==> src/rtl/lsu_ctrl_if.sv <==
// rtl/lsu_ctrl_if.sv - request/response handshake bundle between execute, lsu_ctrl and writeback
//
// Request channel (execute -> lsu_ctrl):
//   req_valid, req_ready, req_we (1 = store), req_addr [AW], req_wdata [DW]
// Response channel (lsu_ctrl -> writeback):
//   resp_valid, resp_ready, resp_data [DW]
// Modports: master = execute/writeback side, slave = lsu_ctrl side.

interface lsu_ctrl_if #(
    parameter int AW = 4,
    parameter int DW = 4
);
    logic          req_valid;
    logic          req_ready;
    logic          req_we;
    logic [AW-1:0] req_addr;
    logic [DW-1:0] req_wdata;
    logic          resp_valid;
    logic          resp_ready;
    logic [DW-1:0] resp_data;

    modport master (
        output req_valid, req_we, req_addr, req_wdata, resp_ready,
        input  req_ready, resp_valid, resp_data
    );

    modport slave (
        input  req_valid, req_we, req_addr, req_wdata, resp_ready,
        output req_ready, resp_valid, resp_data
    );
endinterface

==> src/rtl/lsu_ctrl.sv <==
// rtl/lsu_ctrl.sv - load/store sequencer in front of the 16x4 synchronous-read data memory
//
// Ports:
//   clk, rst_n          clock, asynchronous active-low reset
//   bus (slave)         request/response handshakes, see lsu_ctrl_if
//   busy                high whenever the FSM is not IDLE
//   mem_write_enable    one-cycle write pulse to the data memory
//   mem_read_enable     one-cycle read pulse to the data memory
//   mem_addr            memory address (holds its last value between requests)
//   mem_write_data      memory write data (holds its last value between stores)
//   mem_read_data       registered read data, valid the cycle after mem_read_enable
//
// Optional feature macro: LSU_STORE_ACK_EN
//   defined   - stores also return a response carrying the stored data
//   undefined - stores complete silently, only loads respond
//
// At most one request is in flight, so a load always observes every earlier store.
// Every output is a flop; nothing combinational reaches an output from an input.

module lsu_ctrl #(
    parameter int AW = 4,
    parameter int DW = 4
) (
    input  logic          clk,
    input  logic          rst_n,
    lsu_ctrl_if.slave     bus,
    output logic          busy,
    output logic          mem_write_enable,
    output logic          mem_read_enable,
    output logic [AW-1:0] mem_addr,
    output logic [DW-1:0] mem_write_data,
    input  logic [DW-1:0] mem_read_data
);

    typedef enum logic [1:0] {
        IDLE    = 2'd0,
        ISSUE   = 2'd1,
        RD_WAIT = 2'd2,
        RESP    = 2'd3
    } state_t;

    state_t        state_q, state_d;
    logic          we_q, we_d;
    logic          req_ready_q, req_ready_d;
    logic          busy_q, busy_d;
    logic          resp_valid_q, resp_valid_d;
    logic [DW-1:0] resp_data_q, resp_data_d;
    logic          mem_we_q, mem_we_d;
    logic          mem_re_q, mem_re_d;
    logic [AW-1:0] mem_addr_q, mem_addr_d;
    logic [DW-1:0] mem_wdata_q, mem_wdata_d;

    always_comb begin
        state_d      = state_q;
        we_d         = we_q;
        resp_valid_d = resp_valid_q;
        resp_data_d  = resp_data_q;
        mem_addr_d   = mem_addr_q;
        mem_wdata_d  = mem_wdata_q;
        // Enables are pulses: they are only raised on the transition into ISSUE.
        mem_we_d     = 1'b0;
        mem_re_d     = 1'b0;

        case (state_q)
            IDLE: begin
                // req_ready_q is 0 only in the first cycle after reset, when
                // the controller must not yet accept anything.
                if (bus.req_valid && req_ready_q) begin
                    we_d       = bus.req_we;
                    mem_addr_d = bus.req_addr;
                    if (bus.req_we) begin
                        mem_wdata_d = bus.req_wdata;
                    end
                    mem_we_d = bus.req_we;
                    mem_re_d = !bus.req_we;
                    state_d  = ISSUE;
                end
            end
            ISSUE: begin
                if (we_q) begin
`ifdef LSU_STORE_ACK_EN
                    resp_valid_d = 1'b1;
                    resp_data_d  = mem_wdata_q;
                    state_d      = RESP;
`else
                    state_d      = IDLE;
`endif
                end else begin
                    state_d = RD_WAIT;
                end
            end
            RD_WAIT: begin
                // Memory output registered on the ISSUE edge is valid now.
                resp_valid_d = 1'b1;
                resp_data_d  = mem_read_data;
                state_d      = RESP;
            end
            RESP: begin
                if (bus.resp_ready) begin
                    resp_valid_d = 1'b0;
                    state_d      = IDLE;
                end
            end
            default: begin
                state_d = IDLE;
            end
        endcase

        req_ready_d = (state_d == IDLE);
        busy_d      = (state_d != IDLE);
    end

    always_ff @(posedge clk or negedge rst_n) begin
        if (!rst_n) begin
            state_q      <= IDLE;
            we_q         <= 1'b0;
            req_ready_q  <= 1'b0;
            busy_q       <= 1'b0;
            resp_valid_q <= 1'b0;
            resp_data_q  <= '0;
            mem_we_q     <= 1'b0;
            mem_re_q     <= 1'b0;
            mem_addr_q   <= '0;
            mem_wdata_q  <= '0;
        end else begin
            state_q      <= state_d;
            we_q         <= we_d;
            req_ready_q  <= req_ready_d;
            busy_q       <= busy_d;
            resp_valid_q <= resp_valid_d;
            resp_data_q  <= resp_data_d;
            mem_we_q     <= mem_we_d;
            mem_re_q     <= mem_re_d;
            mem_addr_q   <= mem_addr_d;
            mem_wdata_q  <= mem_wdata_d;
        end
    end

    assign bus.req_ready    = req_ready_q;
    assign bus.resp_valid   = resp_valid_q;
    assign bus.resp_data    = resp_data_q;
    assign busy             = busy_q;
    assign mem_write_enable = mem_we_q;
    assign mem_read_enable  = mem_re_q;
    assign mem_addr         = mem_addr_q;
    assign mem_write_data   = mem_wdata_q;

endmodule

==> src/flat_wrapper.sv <==
// flat-port wrapper written by rule: the top's interface ports become plain ports
module lsu_ctrl_flat 
#(
    parameter int AW = 4,
    parameter int DW = 4
)
  (clk, rst_n, busy, mem_write_enable, mem_read_enable, mem_addr, mem_write_data, mem_read_data, bus_req_valid, bus_req_we, bus_req_addr, bus_req_wdata, bus_resp_ready, bus_req_ready, bus_resp_valid, bus_resp_data);
  lsu_ctrl_if #(.AW(AW), .DW(DW)) bus_i ();
  input  logic clk;
  input  logic rst_n;
  output logic busy;
  output logic mem_write_enable;
  output logic mem_read_enable;
  output logic [AW-1:0] mem_addr;
  output logic [DW-1:0] mem_write_data;
  input  logic [DW-1:0] mem_read_data;
  input wire logic [$bits(bus_i.req_valid)-1:0] bus_req_valid;
  input wire logic [$bits(bus_i.req_we)-1:0] bus_req_we;
  input wire logic [$bits(bus_i.req_addr)-1:0] bus_req_addr;
  input wire logic [$bits(bus_i.req_wdata)-1:0] bus_req_wdata;
  input wire logic [$bits(bus_i.resp_ready)-1:0] bus_resp_ready;
  output wire logic [$bits(bus_i.req_ready)-1:0] bus_req_ready;
  output wire logic [$bits(bus_i.resp_valid)-1:0] bus_resp_valid;
  output wire logic [$bits(bus_i.resp_data)-1:0] bus_resp_data;
  assign bus_i.req_valid = bus_req_valid;
  assign bus_i.req_we = bus_req_we;
  assign bus_i.req_addr = bus_req_addr;
  assign bus_i.req_wdata = bus_req_wdata;
  assign bus_i.resp_ready = bus_resp_ready;
  assign bus_req_ready = bus_i.req_ready;
  assign bus_resp_valid = bus_i.resp_valid;
  assign bus_resp_data = bus_i.resp_data;
  lsu_ctrl #(.AW(AW), .DW(DW)) u_core (.clk(clk), .rst_n(rst_n), .bus(bus_i), .busy(busy), .mem_write_enable(mem_write_enable), .mem_read_enable(mem_read_enable), .mem_addr(mem_addr), .mem_write_data(mem_write_data), .mem_read_data(mem_read_data));
endmodule
==> config.mk <==
export PLATFORM = sky130hd
export DESIGN_NAME = lsu_ctrl_flat
export DESIGN_NICKNAME = d
export VERILOG_FILES = /design/src/rtl/lsu_ctrl_if.sv /design/src/rtl/lsu_ctrl.sv /design/src/flat_wrapper.sv
export SDC_FILE = /design/constraint.sdc
export NUM_CORES = 1
export LEC_CHECK = 0
export ABC_AREA = 1
export BUFFER_PORTS_ARGS = -buffer_cell sky130_fd_sc_hd__buf_2
export CAP_MARGIN = 10
export CORE_ASPECT_RATIO = 0.75
export CORE_MARGIN = 2
export CORE_UTILIZATION = 45
export DETAILED_ROUTE_END_ITERATION = 12
export PLACE_DENSITY = 0.76
export SYNTH_ARGS = -nofsm -noshare
export SYNTH_HDL_FRONTEND = slang
export SYNTH_SLANG_ARGS = --single-unit
==> constraint.sdc <==
create_clock -name clk -period 1.3 [get_ports clk]
set_clock_uncertainty 0.15 [all_clocks]
set_input_delay 0.13 -clock clk [delete_from_list [all_inputs] [get_ports clk]]
set_output_delay 0.13 -clock clk [all_outputs]
set_load 0.01 [all_outputs]
==> flow_summary.yaml, run 1 <==
run_status:
  outcome: "complete, no violations"
critical_path:
  crit_path_frequent_cell: "nand2_1"
  start_kind: "input port"
  critical_path_class: "input port to flop"
  critPathMaxStageDelay_ps: 530
  path_depth: 7
  cp_cell_sequence: "dlygate4sd3_1 -> buf_2 -> inv_1 -> nor2_2 -> nand2_2 -> nand2_1 -> nand2_1"
  cp-end-kind: "flop"
  worstPathRequired_ps: 1350
  crit_path_max_fanout: 6
  critPathSlowestCell: "dlygate4sd3_1"
  reg2reg_depth: 4
  critPathTopFamily: "buffers and inverters"
  worstPathArrival_ps: 1300
  crit_buf_inv: 3
floorplan:
  coreArea_mm2: 0.00169
  dieArea_mm2: 0.00212
  die_h_um: 40.4
  num_rows: 13
  ios: 34
  dieWidth_um: 52.5
  initial_core_util: 0.469
min_path:
  hold_path_class: "input port to flop"
  hold_depth: 5
route:
  post_drt_wl_per_cell_um: 11.4
  vias: 730
  drt-initial-drc-count: 8
  postRouteWirelength_mm: 1.78
  first_pass_iters: 4
  ant_nets: 0
  drt-vias-per-instance: 4.68
  drc: 0
pwr:
  p_per_area_mw_per_mm2: 2070
  p_leak_nw: 0.684
  ir_worst_vdd_v: 0.00133
place:
  port_buffers: 33
  gp_congestion: 0.714
  dp_hpwl_mm: 1.22
  place_inst: 137
timing:
  worstMarginPinSlew_ps: 443
  fin_crit_sh: 0.961
  hold_violations: 0
  maxSlewHeadroom: 0.705
  tns_ps: 0
  setup_viol: 0
  whs_ps: 80.7
  min_period_ps: 1250
  rsz0062_at_grt: "no"
  fmax_ghz: 0.800
  finalMaxSlewViolations: 0
logic_synthesis:
  ys_warn_count: 0
  synthCells: 82
  syn_area_um2: 793
  yosysSeqAreaShare: 0.631
  syn_nets: 99
  yosysTopAreaCellShare: 0.631
  yosysTopAreaCell: "dfrtp_1"
  ys_types: 12
  avgSynthCellArea_um2: 9.67
  ys_seq_elements: 20
  synthTopCellsByArea: "dfrtp_1 63%, nand2_1 17%, nand3_1 7.6%"
global_route:
  grt_start_max_net_pins: 21
  overflow: 0
  grt_usage: 0.188
  antenna_found_initial: 0
  grt_pass1_vias: 653
  grt_pass1_wl_mm: 2.77
cells_and_area:
  fin_cells: 156
  final_cell_mix: "36 x nand2_1, 33 x buf_2, 19 x dfrtp_1"
  drive_gt1_frac: 0.351
  final_core_util: 0.692
  antenna_cells: 0
  final_common_cell: "nand2_1"
  syn2layout_area_growth_pct: 47.5
  nets: 152
clock_network:
  post-cts-setup-buffers: 0
  cts_root_buffer: "clkbuf_4"
  htree_levels: 1
  cts_buffer_depth: 2
  clkTransAtPathRegs_ps: 110
  clock_latency_ps: 300
  cts_sinks: 20
  cts_made_buffers: 3
  cts_tree: "yes"
flow_run:
  maxCapViolations: 0
-- final cells by class --
type	count	area (um^2)
multi-input combinational	55	259
clock buffer	4	36.3
sequential	20	502
inverter	6	22.5
timing repair buffer	49	323
fill	138	522
tap	22	27.5
-- path summary, 6_finish.rpt --
check / startpoint / endpoint / slack [ps]
setup / recovery: bus_req_we / u_core.mem_write_data[1] / 50
hold / removal: bus_req_valid / u_core.mem_write_data[0] / 80
setup reg to reg: u_core.state_q[1] / u_core.mem_write_data[1] / 70
hold reg to reg: u_core.bus.resp_data[0] / u_core.bus.resp_data[0] / 330
max in group asynchronous: rst_n / u_core.state_q[1] / 530
min in group asynchronous: rst_n / u_core.mem_write_data[1] / 140
-- cell usage after synthesis --
cell type and count:
nand2_1 36, dfrtp_1 20, nand2_4 1, nand3_2 1, inv_1 4, nor2_2 2
nor2_8 1, nand3_1 12, inv_2 2, nand2_2 1, nor2_1 1, buf_6 1
-- flip-flops by register name (all words and copies together), names as in the netlist --
register	flops
u_core.bus.resp_data	4
u_core.mem_addr	4
u_core.mem_write_data	4
u_core.state_q	2
u_core.bus.req_ready	1
u_core.bus.resp_valid	1
u_core.busy	1
u_core.mem_read_enable	1
u_core.mem_write_enable	1
u_core.we_q	1
-- stage by stage --
stage / power (W) / setup WS, ps / area, um^2
after floorplan: 0.00169 / 173 / 793
after global placement: 0.00201 / 89.4 / 982
after detailed placement: 0.00205 / 61.9 / 982
after CTS: 0.00244 / 46.4 / 1170
after global routing: 0.00264 / 9.14 / 1170
final: 0.00243 / 50.5 / 1170
-- report_power, final --
part / internal (W) / leakage [nW] / switching (W)
logic: 0.000400 / 0.416 / 0.000578
registers: 0.000896 / 0.248 / 0.000197
clock network: 0.000171 / 0.0210 / 0.000184
-- logic make-up (layout without fill, tap and decap cells) --
kind of cell,Yosys count,in the layout,synth area share
and+or+nand+nor,55,55,0.327
buffers and inverters,7,59,0.0426
DFF,20,20,0.631
-- worst register-to-register path: stages, from the launching register on --
cell and delay (ps):
dfrtp_2 490, nor2_8 220, nand2_2 130, nand2_1 100, nand2_1 50
-- routing by layer --
metal,vias up,GRT usage,part of all wire
li1,357,-,-
met1,338,0.219,0.43
met2,35,0.344,0.49
met3,0,0.0746,0.080
met4,0,0.0192,0
met5,-,0,0
-- what timing repair did --
action,CTS,global route
endpoints found under the hold margin,34,0
resized for setup,0,1
setup endpoints to repair,0,6
hold buffers,15,0
No activity file was read; power rests on OpenSTA's default activity.
==> run 2: changes to the inputs <==
--- a/config.mk
+++ b/config.mk
@@ -11,6 +11,7 @@
 export CORE_ASPECT_RATIO = 0.75
 export CORE_MARGIN = 2
 export CORE_UTILIZATION = 45
+export CTS_BUF_LIST = sky130_fd_sc_hd__clkbuf_8 sky130_fd_sc_hd__clkbuf_16
 export DETAILED_ROUTE_END_ITERATION = 12
 export PLACE_DENSITY = 0.76
 export SYNTH_ARGS = -nofsm -noshare
==> run 2 against run 1 <==
Effect of this change:
- count of clock-buffer cells in the layout is the same
- routed wire length shrank 0.17%
- final area grew 1.9%
- non-clock buffer count is the same
- first-iteration DRC count shrank 13%
- clock power grew 31%
- combinational power is essentially flat
- hold slack gained 66 ps
- die area is the same
- fmax grew 1.2%
- worst setup slack gained 14 ps
==> flow_summary.yaml, run 2 (synthesized netlist as in run 1, its figures left out) <==
run_status:
  outcome: "complete, no violations"
floorplan:
  ios: 34
  dieWidth_um: 52.5
  die_h_um: 40.4
  dieArea_mm2: 0.00212
  initial_core_util: 0.469
  num_rows: 13
  coreArea_mm2: 0.00169
route:
  drt-vias-per-instance: 4.71
  post_drt_wl_per_cell_um: 11.4
  wl_met1_um: 765
  ant_nets: 0
  topRoutingLayerUsed: "met4"
  first_pass_iters: 4
  drc: 0
  postRouteWirelength_mm: 1.78
  wl_met2_um: 860
  vias: 735
  wl_met3_um: 141
  drt-initial-drc-count: 7
timing:
  min_period_ps: 1240
  worstMarginPinSlew_ps: 434
  fmax_ghz: 0.810
  tns_ps: 0
  setup_viol: 0
  rsz0062_at_grt: "no"
  maxSlewHeadroom: 0.711
  fin_crit_sh: 0.950
  setup_ws_ps: 64.8
  finalMaxSlewViolations: 0
  hold_violations: 0
global_route:
  grt_start_max_net_pins: 21
  grt_pass1_wl_mm: 2.76
  grt_usage: 0.192
  grt_pass1_vias: 655
  overflow: 0
  antenna_found_initial: 0
clock_network:
  htree_levels: 1
  cts_root_buffer: "clkbuf_8"
  clock_latency_ps: 250
  cts_tree: "yes"
  clkTransAtPathRegs_ps: 70
  cts_made_buffers: 3
  cts_sinks: 20
  cts_buffer_depth: 2
  post-cts-setup-buffers: 0
place:
  port_buffers: 33
  place_ws_ps: 61.9
  gp_congestion: 0.714
  dp_hpwl_mm: 1.22
  place_inst: 137
  place_area_um2: 982
cells_and_area:
  nFillCells: 137
  finalInstanceArea_mm2: 0.00119
  nets: 152
  final_cell_mix: "36 x nand2_1, 33 x buf_2, 20 x dfrtp_1"
  drive_gt1_frac: 0.343
  syn2layout_area_growth_pct: 50.3
  final_common_cell: "nand2_1"
  fin_cells: 156
  antenna_cells: 0
critical_path:
  start_kind: "input port"
  crit_path_max_fanout: 6
  worstPathArrival_ps: 1240
  cp-end-kind: "flop"
  critical_path_class: "input port to flop"
  worstPathRequired_ps: 1300
min_path:
  hold_path_class: "input port to flop"
flow_run:
  maxCapViolations: 0
pwr:
  ir_worst_vdd_v: 0.00139
  p_leak_nw: 0.694
  p_per_area_mw_per_mm2: 2130
run 2: cell types whose count changed in the layout (fill, tap and decap cells not counted):
| cell | previous run | this run |
|---|---|---|
| clkbuf_8 | 1 | 4 |
| dfrtp_1 | 19 | 20 |
| clkbuf_4 | 3 | 0 |
| nor2_4 | 0 | 1 |
| dfrtp_2 | 1 | 0 |
| nor2_2 | 2 | 1 |
run 2: path summary, 6_finish.rpt:
kind	startpoint	endpoint	slack, ps	cells after the start
worst min-delay path	bus_req_valid	u_core.mem_write_data[3]	150	5
worst max register to register	u_core.state_q[1]	u_core.mem_write_data[1]	70	4
min in group asynchronous	rst_n	u_core.bus.resp_data[2]	190	2
worst max-delay path	bus_req_we	u_core.mem_write_data[1]	60	7
max in group asynchronous	rst_n	u_core.bus.resp_data[0]	510	2
worst min register to register	u_core.bus.resp_data[0]	u_core.bus.resp_data[0]	320	2
run 2: routing by layer:
layer  up-vias  global-route usage
met2        33               0.331
met4         0              0.0705
met1       343               0.219
li1        357                   -
met5         -                   0
met3         2              0.0784
run 2: stage by stage:
| stage | hold slack (ps) | total power [W] | utilization |
|---|---|---|---|
| 2_1_floorplan | -316 | 0.00169 | - |
| 3_3_place_gp | -53.8 | 0.00201 | 0.581 |
| 3_5_place_dp | -50.0 | 0.00205 | 0.581 |
| 4_1_cts | 130 | 0.00256 | 0.702 |
| 5_1_grt | 170 | 0.00275 | 0.705 |
| 6_report | 147 | 0.00253 | 0.705 |
run 2: area by class of cell:
class                      count  area [um^2]  share of cell area
clock buffer                   4         55.1              0.0462
timing repair buffer          49          323               0.271
inverter                       6         22.5              0.0189
sequential                    20          500               0.420
tap                           22         27.5              0.0231
multi-input combinational     55          264               0.221
run 2: report_power, final:
group | total [W] | leakage, nW | internal, W | switching [W]
registers | 0.00109 | 0.249 | 0.000894 | 0.000194
clock network | 0.000465 | 0.0288 | 0.000269 | 0.000196
logic | 0.000982 | 0.416 | 0.000400 | 0.000581
run 2: repair_timing:
item,4_1_cts,5_1_grt
gates resized for setup,0,1
hold endpoints to repair,34,0
hold buffers,15,0
setup endpoints to repair,0,5
run 2: critical path, cell delays in order:
cell           delay, ps
dlygate4sd3_1        530
buf_2                110
inv_1                 50
nor2_4               160
nand2_2              120
nand2_1               90
nand2_1               50
